### config.mk
export PLATFORM = sky130hd
export DESIGN_NAME = rx_word_loader_flat
export DESIGN_NICKNAME = d
export VERILOG_FILES = /design/src/rtl/rx_word_loader_pkg.sv /design/src/rtl/rx_word_loader_if.sv /design/src/rtl/rx_word_loader_byte_packer.sv /design/src/rtl/rx_word_loader.sv /design/src/flat_wrapper.sv
export SDC_FILE = /design/constraint.sdc
export NUM_CORES = 1
export LEC_CHECK = 0
export ABC_AREA = 1
export CAP_MARGIN = 20
export CORE_MARGIN = 1.5
export CORE_UTILIZATION = 53
export CTS_BUF_LIST = sky130_fd_sc_hd__clkbuf_8
export DETAILED_ROUTE_END_ITERATION = 6
export PLACE_DENSITY = 0.87
export REMOVE_ABC_BUFFERS = 1
export SETUP_SLACK_MARGIN = 0.5
export SLEW_MARGIN = 15
export SYNTH_ARGS = -nofsm -noshare
export SYNTH_HDL_FRONTEND = slang
export SYNTH_SLANG_ARGS = --single-unit
### constraint.sdc
create_clock -name i_clock -period 2 [get_ports i_clock]
set_input_delay 0.4 -clock i_clock [delete_from_list [all_inputs] [get_ports i_clock]]
set_output_delay 0.4 -clock i_clock [all_outputs]
set_load 0.01 [all_outputs]
### src/rtl/rx_word_loader_pkg.sv
// Shared definitions for the rx word loader: state encoding, default widths and
// the terminator word that closes a load session.
package rx_word_loader_pkg;

    localparam int DEF_DATA_WIDTH = 8;
    localparam int DEF_WORD_WIDTH = 32;
    localparam int BYTES_PER_WORD = DEF_WORD_WIDTH / DEF_DATA_WIDTH;
    localparam logic [DEF_WORD_WIDTH-1:0] DEF_HALT_WORD = 32'hFFFF_FFFF;

    // One-hot loader states
    typedef enum logic [4:0] {
        S_IDLE  = 5'b00001,
        S_RECV  = 5'b00010,
        S_WRITE = 5'b00100,
        S_DONE  = 5'b01000,
        S_ERROR = 5'b10000
    } state_t;

    // Width of a byte index able to count 0 .. bytesPerWord-1
    function automatic int idxWidth(input int bytesPerWord);
        return (bytesPerWord > 1) ? $clog2(bytesPerWord) : 1;
    endfunction

endpackage

### src/rtl/rx_word_loader_if.sv
// Byte stream from the UART receiver and the instruction-memory write port,
// bundled so the loader and its environment see one connection.
interface rx_word_loader_if #(
    parameter int DATA_WIDTH = 8,
    parameter int WORD_WIDTH = 32,
    parameter int ADDR_WIDTH = 10
);

    logic                  rx_done;
    logic [DATA_WIDTH-1:0] rx_data;
    logic                  mem_we;
    logic [ADDR_WIDTH-1:0] mem_addr;
    logic [WORD_WIDTH-1:0] mem_data;

    // Environment side: supplies bytes, observes memory writes
    modport master (
        output rx_done,
        output rx_data,
        input  mem_we,
        input  mem_addr,
        input  mem_data
    );

    // Loader side: consumes bytes, drives memory writes
    modport slave (
        input  rx_done,
        input  rx_data,
        output mem_we,
        output mem_addr,
        output mem_data
    );

endinterface

### src/rtl/rx_word_loader_byte_packer.sv
// Turns the level-style rx done flag into one strobe per byte and packs bytes
// MSB-first into a word. Only the leading bytes are stored; the final byte is
// taken straight from the input when the word completes.
module rx_word_loader_byte_packer
    import rx_word_loader_pkg::*;
#(
    parameter int DATA_WIDTH = DEF_DATA_WIDTH,
    parameter int WORD_WIDTH = DEF_WORD_WIDTH
) (
    input  logic                  i_clock,
    input  logic                  i_reset,
    input  logic                  i_rx_done,
    input  logic [DATA_WIDTH-1:0] i_rx_data,
    input  logic                  i_enable,
    input  logic                  i_clear,
    output logic                  o_byteStrobe,
    output logic                  o_partial,
    output logic                  o_wordReady,
    output logic [WORD_WIDTH-1:0] o_word
);

    localparam int BPW = WORD_WIDTH / DATA_WIDTH;
    localparam int IW  = idxWidth(BPW);
    localparam int PW  = WORD_WIDTH - DATA_WIDTH;

    logic          r_rxDoneQ;
    logic [IW-1:0] r_byteIdx;
    logic [PW-1:0] r_partial;
    logic          w_byteStrobe;
    logic          w_lastByte;

    assign w_byteStrobe = i_rx_done & ~r_rxDoneQ;
    assign w_lastByte   = (r_byteIdx == IW'(BPW - 1));

    assign o_byteStrobe = w_byteStrobe;
    assign o_partial    = (r_byteIdx != '0);
    assign o_wordReady  = i_enable & w_byteStrobe & w_lastByte;
    assign o_word       = {r_partial, i_rx_data};

    // Delay the done level by one cycle in every state so a held byte counts once
    always_ff @(posedge i_clock) begin
        if (!i_reset) begin
            r_rxDoneQ <= 1'b0;
        end else begin
            r_rxDoneQ <= i_rx_done;
        end
    end

    // Shift accepted bytes in and advance the byte index, wrapping on word completion
    always_ff @(posedge i_clock) begin
        if (!i_reset) begin
            r_byteIdx <= '0;
            r_partial <= '0;
        end else if (i_clear) begin
            r_byteIdx <= '0;
            r_partial <= '0;
        end else if (i_enable && w_byteStrobe) begin
            r_partial <= PW'({r_partial, i_rx_data});
            r_byteIdx <= w_lastByte ? '0 : r_byteIdx + IW'(1);
        end
    end

endmodule

### src/rtl/rx_word_loader.sv
// Loads instruction memory from the UART byte stream: packs bytes into words,
// writes them at incrementing addresses, and stops on the halt word, on an
// inter-byte timeout, or when memory is full.
module rx_word_loader
    import rx_word_loader_pkg::*;
#(
    parameter int                    DATA_WIDTH     = DEF_DATA_WIDTH,
    parameter int                    WORD_WIDTH     = DEF_WORD_WIDTH,
    parameter int                    ADDR_WIDTH     = 10,
    parameter logic [WORD_WIDTH-1:0] HALT_WORD      = DEF_HALT_WORD,
    parameter int                    TIMEOUT_CYCLES = 1_000_000
) (
    input  logic                  i_clock,
    input  logic                  i_reset,
    rx_word_loader_if.slave       bus,
    input  logic                  i_start,
    output logic                  o_busy,
    output logic                  o_load_done,
    output logic                  o_load_error,
    output logic [ADDR_WIDTH:0]   o_word_count
);

    localparam int TW = (TIMEOUT_CYCLES > 2) ? $clog2(TIMEOUT_CYCLES) : 1;
    localparam logic [ADDR_WIDTH:0] FULL_COUNT = {1'b1, {ADDR_WIDTH{1'b0}}};

    state_t                r_state;
    logic [ADDR_WIDTH-1:0] r_addr;
    logic [ADDR_WIDTH:0]   r_count;
    logic [WORD_WIDTH-1:0] r_memData;
    logic                  r_memWe;
    logic                  r_busy;
    logic                  r_loadDone;
    logic                  r_loadError;
    logic [TW-1:0]         r_timer;

    logic                  w_enable;
    logic                  w_clear;
    logic                  w_byteStrobe;
    logic                  w_partial;
    logic                  w_wordReady;
    logic [WORD_WIDTH-1:0] w_word;
    logic                  w_timedOut;

    assign w_enable   = (r_state == S_RECV) || (r_state == S_WRITE);
    assign w_clear    = i_start && ((r_state == S_IDLE) || (r_state == S_DONE) || (r_state == S_ERROR));
    assign w_timedOut = !w_byteStrobe && w_partial && (r_timer == TW'(TIMEOUT_CYCLES - 1));

    rx_word_loader_byte_packer #(
        .DATA_WIDTH (DATA_WIDTH),
        .WORD_WIDTH (WORD_WIDTH)
    ) u_packer (
        .i_clock      (i_clock),
        .i_reset      (i_reset),
        .i_rx_done    (bus.rx_done),
        .i_rx_data    (bus.rx_data),
        .i_enable     (w_enable),
        .i_clear      (w_clear),
        .o_byteStrobe (w_byteStrobe),
        .o_partial    (w_partial),
        .o_wordReady  (w_wordReady),
        .o_word       (w_word)
    );

    assign bus.mem_we   = r_memWe;
    assign bus.mem_addr = r_addr;
    assign bus.mem_data = r_memData;
    assign o_busy       = r_busy;
    assign o_load_done  = r_loadDone;
    assign o_load_error = r_loadError;
    assign o_word_count = r_count;

    // Session FSM with registered status flags, address/count tracking and the inter-byte timeout
    always_ff @(posedge i_clock) begin
        if (!i_reset) begin
            r_state     <= S_IDLE;
            r_addr      <= '0;
            r_count     <= '0;
            r_memData   <= '0;
            r_memWe     <= 1'b0;
            r_busy      <= 1'b0;
            r_loadDone  <= 1'b0;
            r_loadError <= 1'b0;
            r_timer     <= '0;
        end else begin
            r_memWe <= 1'b0;
            unique case (r_state)
                S_IDLE, S_DONE, S_ERROR: begin
                    if (i_start) begin
                        r_state     <= S_RECV;
                        r_addr      <= '0;
                        r_count     <= '0;
                        r_timer     <= '0;
                        r_busy      <= 1'b1;
                        r_loadDone  <= 1'b0;
                        r_loadError <= 1'b0;
                    end
                end
                S_RECV: begin
                    if (w_byteStrobe) begin
                        r_timer <= '0;
                    end else if (w_partial) begin
                        r_timer <= r_timer + TW'(1);
                    end
                    if (w_wordReady) begin
                        if (w_word == HALT_WORD) begin
                            r_state    <= S_DONE;
                            r_busy     <= 1'b0;
                            r_loadDone <= 1'b1;
                        end else if (r_count == FULL_COUNT) begin
                            r_state     <= S_ERROR;
                            r_busy      <= 1'b0;
                            r_loadError <= 1'b1;
                        end else begin
                            r_state   <= S_WRITE;
                            r_memWe   <= 1'b1;
                            r_memData <= w_word;
                        end
                    end else if (w_timedOut) begin
                        r_state     <= S_ERROR;
                        r_busy      <= 1'b0;
                        r_loadError <= 1'b1;
                    end
                end
                S_WRITE: begin
                    r_state <= S_RECV;
                    r_addr  <= r_addr + ADDR_WIDTH'(1);
                    r_count <= r_count + (ADDR_WIDTH + 1)'(1);
                    if (w_byteStrobe) begin
                        r_timer <= '0;
                    end
                end
                default: begin
                    r_state <= S_IDLE;
                    r_busy  <= 1'b0;
                end
            endcase
        end
    end

endmodule

### src/flat_wrapper.sv
// flat-port wrapper written by rule: the top's interface ports become plain ports
module rx_word_loader_flat import rx_word_loader_pkg::*;
#(
    parameter int                    DATA_WIDTH     = DEF_DATA_WIDTH,
    parameter int                    WORD_WIDTH     = DEF_WORD_WIDTH,
    parameter int                    ADDR_WIDTH     = 10,
    parameter logic [WORD_WIDTH-1:0] HALT_WORD      = DEF_HALT_WORD,
    parameter int                    TIMEOUT_CYCLES = 1_000_000
)
  (i_clock, i_reset, i_start, o_busy, o_load_done, o_load_error, o_word_count, bus_rx_done, bus_rx_data, bus_mem_we, bus_mem_addr, bus_mem_data);
  rx_word_loader_if #(.DATA_WIDTH(DATA_WIDTH), .WORD_WIDTH(WORD_WIDTH), .ADDR_WIDTH(ADDR_WIDTH)) bus_i ();
  input  logic i_clock;
  input  logic i_reset;
  input  logic i_start;
  output logic o_busy;
  output logic o_load_done;
  output logic o_load_error;
  output logic [ADDR_WIDTH:0] o_word_count;
  input wire logic [$bits(bus_i.rx_done)-1:0] bus_rx_done;
  input wire logic [$bits(bus_i.rx_data)-1:0] bus_rx_data;
  output wire logic [$bits(bus_i.mem_we)-1:0] bus_mem_we;
  output wire logic [$bits(bus_i.mem_addr)-1:0] bus_mem_addr;
  output wire logic [$bits(bus_i.mem_data)-1:0] bus_mem_data;
  assign bus_i.rx_done = bus_rx_done;
  assign bus_i.rx_data = bus_rx_data;
  assign bus_mem_we = bus_i.mem_we;
  assign bus_mem_addr = bus_i.mem_addr;
  assign bus_mem_data = bus_i.mem_data;
  rx_word_loader #(.DATA_WIDTH(DATA_WIDTH), .WORD_WIDTH(WORD_WIDTH), .ADDR_WIDTH(ADDR_WIDTH), .HALT_WORD(HALT_WORD), .TIMEOUT_CYCLES(TIMEOUT_CYCLES)) u_core (.i_clock(i_clock), .i_reset(i_reset), .bus(bus_i), .i_start(i_start), .o_busy(o_busy), .o_load_done(o_load_done), .o_load_error(o_load_error), .o_word_count(o_word_count));
endmodule
==> summary.md, run 1 <==
| Metric | Value |
|---|---|
| Nets | 955 |
| Crit path kind | flip-flop to flip-flop |
| First-pass GRT wire length | ~30000 um |
| Synthesized area | 0.00537 mm^2 |
| Cells after synthesis | between 700 and 800 |
| Largest cells by area after synthesis | dfxtp_1 41%, nand2_1 15%, nor2_1 9.0% |
| H-tree depth | 3 |
| Hold/Removal Path Class | primary input to flip-flop |
| CTS sink count | 109 |
| Initial antenna violation count | 2 |
| FF+latch count, synth | approximately 110 |
| Largest net degree at the start of global routing | 25 |
| Hold Path Origin | bus_rx_data[6] |
| Vias per cell | 6.60 |
| Vias in the first global route | roughly 6.1k |
| CP max-delay cell | dfxtp_4 |
| Worst-Skew Late Latency | roughly 440 ps |
| Drt wl/cell | ~26 um |
| GP Congestion | between 0.8 and 0.9 |
| Worst slew pin tran | 844 ps |
| CTS Root Cell | clkbuf_8 |
| Crit path from | u_core.r_state[3] |
| Design area | ~0.0086 mm^2 |
| Avg Inst Size Synth | 6.95 um^2 |
| Post-layout min period | 2430 ps |
| Drt first-iter violations | just under 1k |
| Count leader, synth | nand2_1 |
| Fill cell count | about 420 |
| RSZ-0062 raised after global routing | true |
| EDFF count, synth | 0 |
| Pre-CTS WS | -151 ps |
| Reg-to-reg startpoint | u_core.r_state[3] |
| Max Used Layer | met5 |
| Multi-input gate area | 0.00378 mm^2 |
| Clock transition at the registers of the reported paths | ~120 ps |
| HPWL after DPL | ~9100 um |
| CP Capture Type | flip-flop |
| Wire length on met2 | about 12000 um |
| Slew margin rel. | 0.432 |
| Hold Vio Cnt, Final | 0 |
| Area after DPL | between 0.006 and 0.007 mm^2 |
| Max Slew Vio Count | 0 |
| Placed cell count | a little under 1k |
| Status | complete, but fails checks |
| Clock Skew | about 28 ps |
| Register area share after synthesis | 0.406 |
| Area grow syn2layout | 60.6% |
| Antenna Cells | 0 |
| Metal3 WL | between 3000 and 4000 um |
| Area share of the largest cell type after synthesis | 0.406 |
| Critical Path AT | 2710 ps |
| Power Dens Cells | 592 mW/mm^2 |
| Crit path cell chain | nor2_4, nand3_4, nand2_8, nand4_4, nor2_8, buf_6, buf_12, o21ai_2, nor2_1 |
| Leading area contributor after synthesis | dfxtp_1 |
| Routed Antenna Nets | 0 |
| WL met1 | 8710 um |
| TritonRoute pass-1 iters | 7 |
| CTS tree | done |
| WL final | roughly 27000 um |
| DR DRC count | 13 |
| CP Data Required Time | 2280 ps |
| Failing checks | design-rule violations, negative setup slack |
| Starting Density | 0.547 |
| Worst vdd ir | approximately 0.00065 V |
| Max Fclk | approximately 410 MHz |
| Netlist cell types | 38 |
| Leakage power | roughly 0.0036 uW |
| # rows | 36 |
| R2R depth | 9 |
| Die X | just over 100 um |
| I/O pin total | 69 |
| Vias | 7098 |
| All-Layer GR Usage | 0.345 |
| Total grt overflow | 0 |
| CTS Buf Count | 9 |
| CORE AREA | 0.00982 mm^2 |
| Setup ws final | -430 ps |
| PortBufs | 68 |
| Synth cell count leaders | 210 x nand2_1, 129 x nor2_1, 109 x dfxtp_1 |
| Tot Pwr | roughly 5100 uW |
| Max FO, Critical Path | 8 |
| Register area | between 0.002 and 0.0025 mm^2 |
| Share of cells above drive strength 1 | 0.464 |
| Async set-reset flop share out of synthesis | 0 |
| Final setup fails | 80 |
| Hold path cells | 4 |
| Ys flop type | dfxtp_1 |
| Startpoint Class | flip-flop |
| Final Cycle Share | 1.22 |
| Warnings, synthesis | 0 |
| Fin cells | approximately 1.1k |
| Clk buf depth | 2 |
| DIE HEIGHT | 104 um |
| Die area | about 0.011 mm^2 |
| Max_cap viols | 0 |
| Crit-path max cell delay | just over 400 ps |
[repair_timing]
item | 4_1_cts | 5_1_grt
cloned | 10 | 6
resized for setup | 228 | 239
hold buffers | 0 | 0
hold endpoints to repair | 0 | 0
endpoints found under the setup margin | 163 | 122
pin swaps | 42 | 62
setup buffers | 32 | 17
[worst max-delay path, delay by kind of cell (launching register included)]
kind,cells,cell delay [ps]
flops,1,410
compound gates,1,60
buf+inv,2,270
simple gates,6,1520
[registers in the layout, indices dropped and copies added, names as in the netlist]
signal,cells
u_core.o_busy,1
u_core.o_load_done,1
u_core.r_timer,20
u_core.o_word_count,11
u_core.bus.mem_addr,10
u_core.o_load_error,1
u_core.u_packer.r_rxDoneQ,1
u_core.bus.mem_we,1
u_core.r_state,5
u_core.u_packer.r_byteIdx,2
u_core.u_packer.r_partial,24
u_core.bus.mem_data,32
[cells by family after synthesis]
logic type | Yosys count | synth area share
AND/OR/NAND/NOR | 460 | 0.392
flip-flops | 109 | 0.406
AO/OA/AOI/OAI | 99 | 0.0973
buffers and inverters | 91 | 0.0778
XOR/XNOR | 8 | 0.0130
adder cells (fa/ha/maj) | 6 | 0.0140
[metrics by stage]
step | util | TNS (ps) | hold WS [ps]
5_1_grt | 0.879 | -9550 | 439
3_3_place_gp | 0.659 | -2530 | 471
2_1_floorplan | - | -1260 | 458
6_report | 0.879 | -7320 | 436
4_1_cts | 0.761 | 0 | 462
3_5_place_dp | 0.659 | -4130 | 474
[final timing paths]
| kind | endpoint | slack, ps |
|---|---|---|
| worst max-delay path | u_core.bus.mem_data[30] | -430 |
| worst max register to register | u_core.bus.mem_data[30] | -430 |
| worst min register to register | u_core.o_word_count[8] | 520 |
| worst min-delay path | u_core.bus.mem_data[6] | 440 |
[cell type report]
class                      instances  area share
inverter                          67      0.0341
timing repair buffer             173       0.219
tap                              133      0.0193
clock buffer                       9      0.0144
clock inverter                     7     0.00769
multi-input combinational        576       0.438
timing repair inverter             1     0.00131
sequential                       109       0.266
[per-layer routing]
metal	vias to the layer above	track usage
li1	2796	-
met4	8	0.230
met1	3231	0.397
met5	-	0
met2	751	0.582
met3	312	0.0692
[report_power, final]
group,internal (uW),total (uW),switching (uW),leakage [uW]
clock,485,1430,942,0.000101
sequential,2180,2220,35.1,0.000915
combinational,658,1470,809,0.00259
[placed cells by master, fill, tap and decap left out, types with 6 or more instances in the layout]
cell type      Yosys  routed
dfxtp_4            0      14
o21ai_2            0      32
nor2_1           129     103
dfxtp_2            0      50
inv_1             58      52
nand3_2            4       8
nand4_1           10      10
buf_12             0      16
nor2_4             2      31
o21ai_1           30       6
clkbuf_8           0       9
buf_4              2      52
nand2_1          210     164
nand2_2            4      22
nand3_1           41      31
nand3_4            2       8
a21oi_2            4      47
inv_2              7       9
nand2_4            4      28
nor2_2            30      29
dfxtp_1          109      45
buf_6              6      25
dlygate4sd2_1      0      59
Power figures use the tool's default switching activity.
==> run 2: changes to the inputs <==
- SLEW_MARGIN: 15 -> 20
==> results of run 2 <==
The final DEF is identical to that of run 1; final timing and power are the same.
==> run 3: changes to the inputs <==
- CTS_BUF_LIST: sky130_fd_sc_hd__clkbuf_8 -> sky130_fd_sc_hd__clkbuf_8 sky130_fd_sc_hd__clkbuf_16
==> results of run 3 <==
The final DEF is identical to that of run 1; final timing and power are the same.
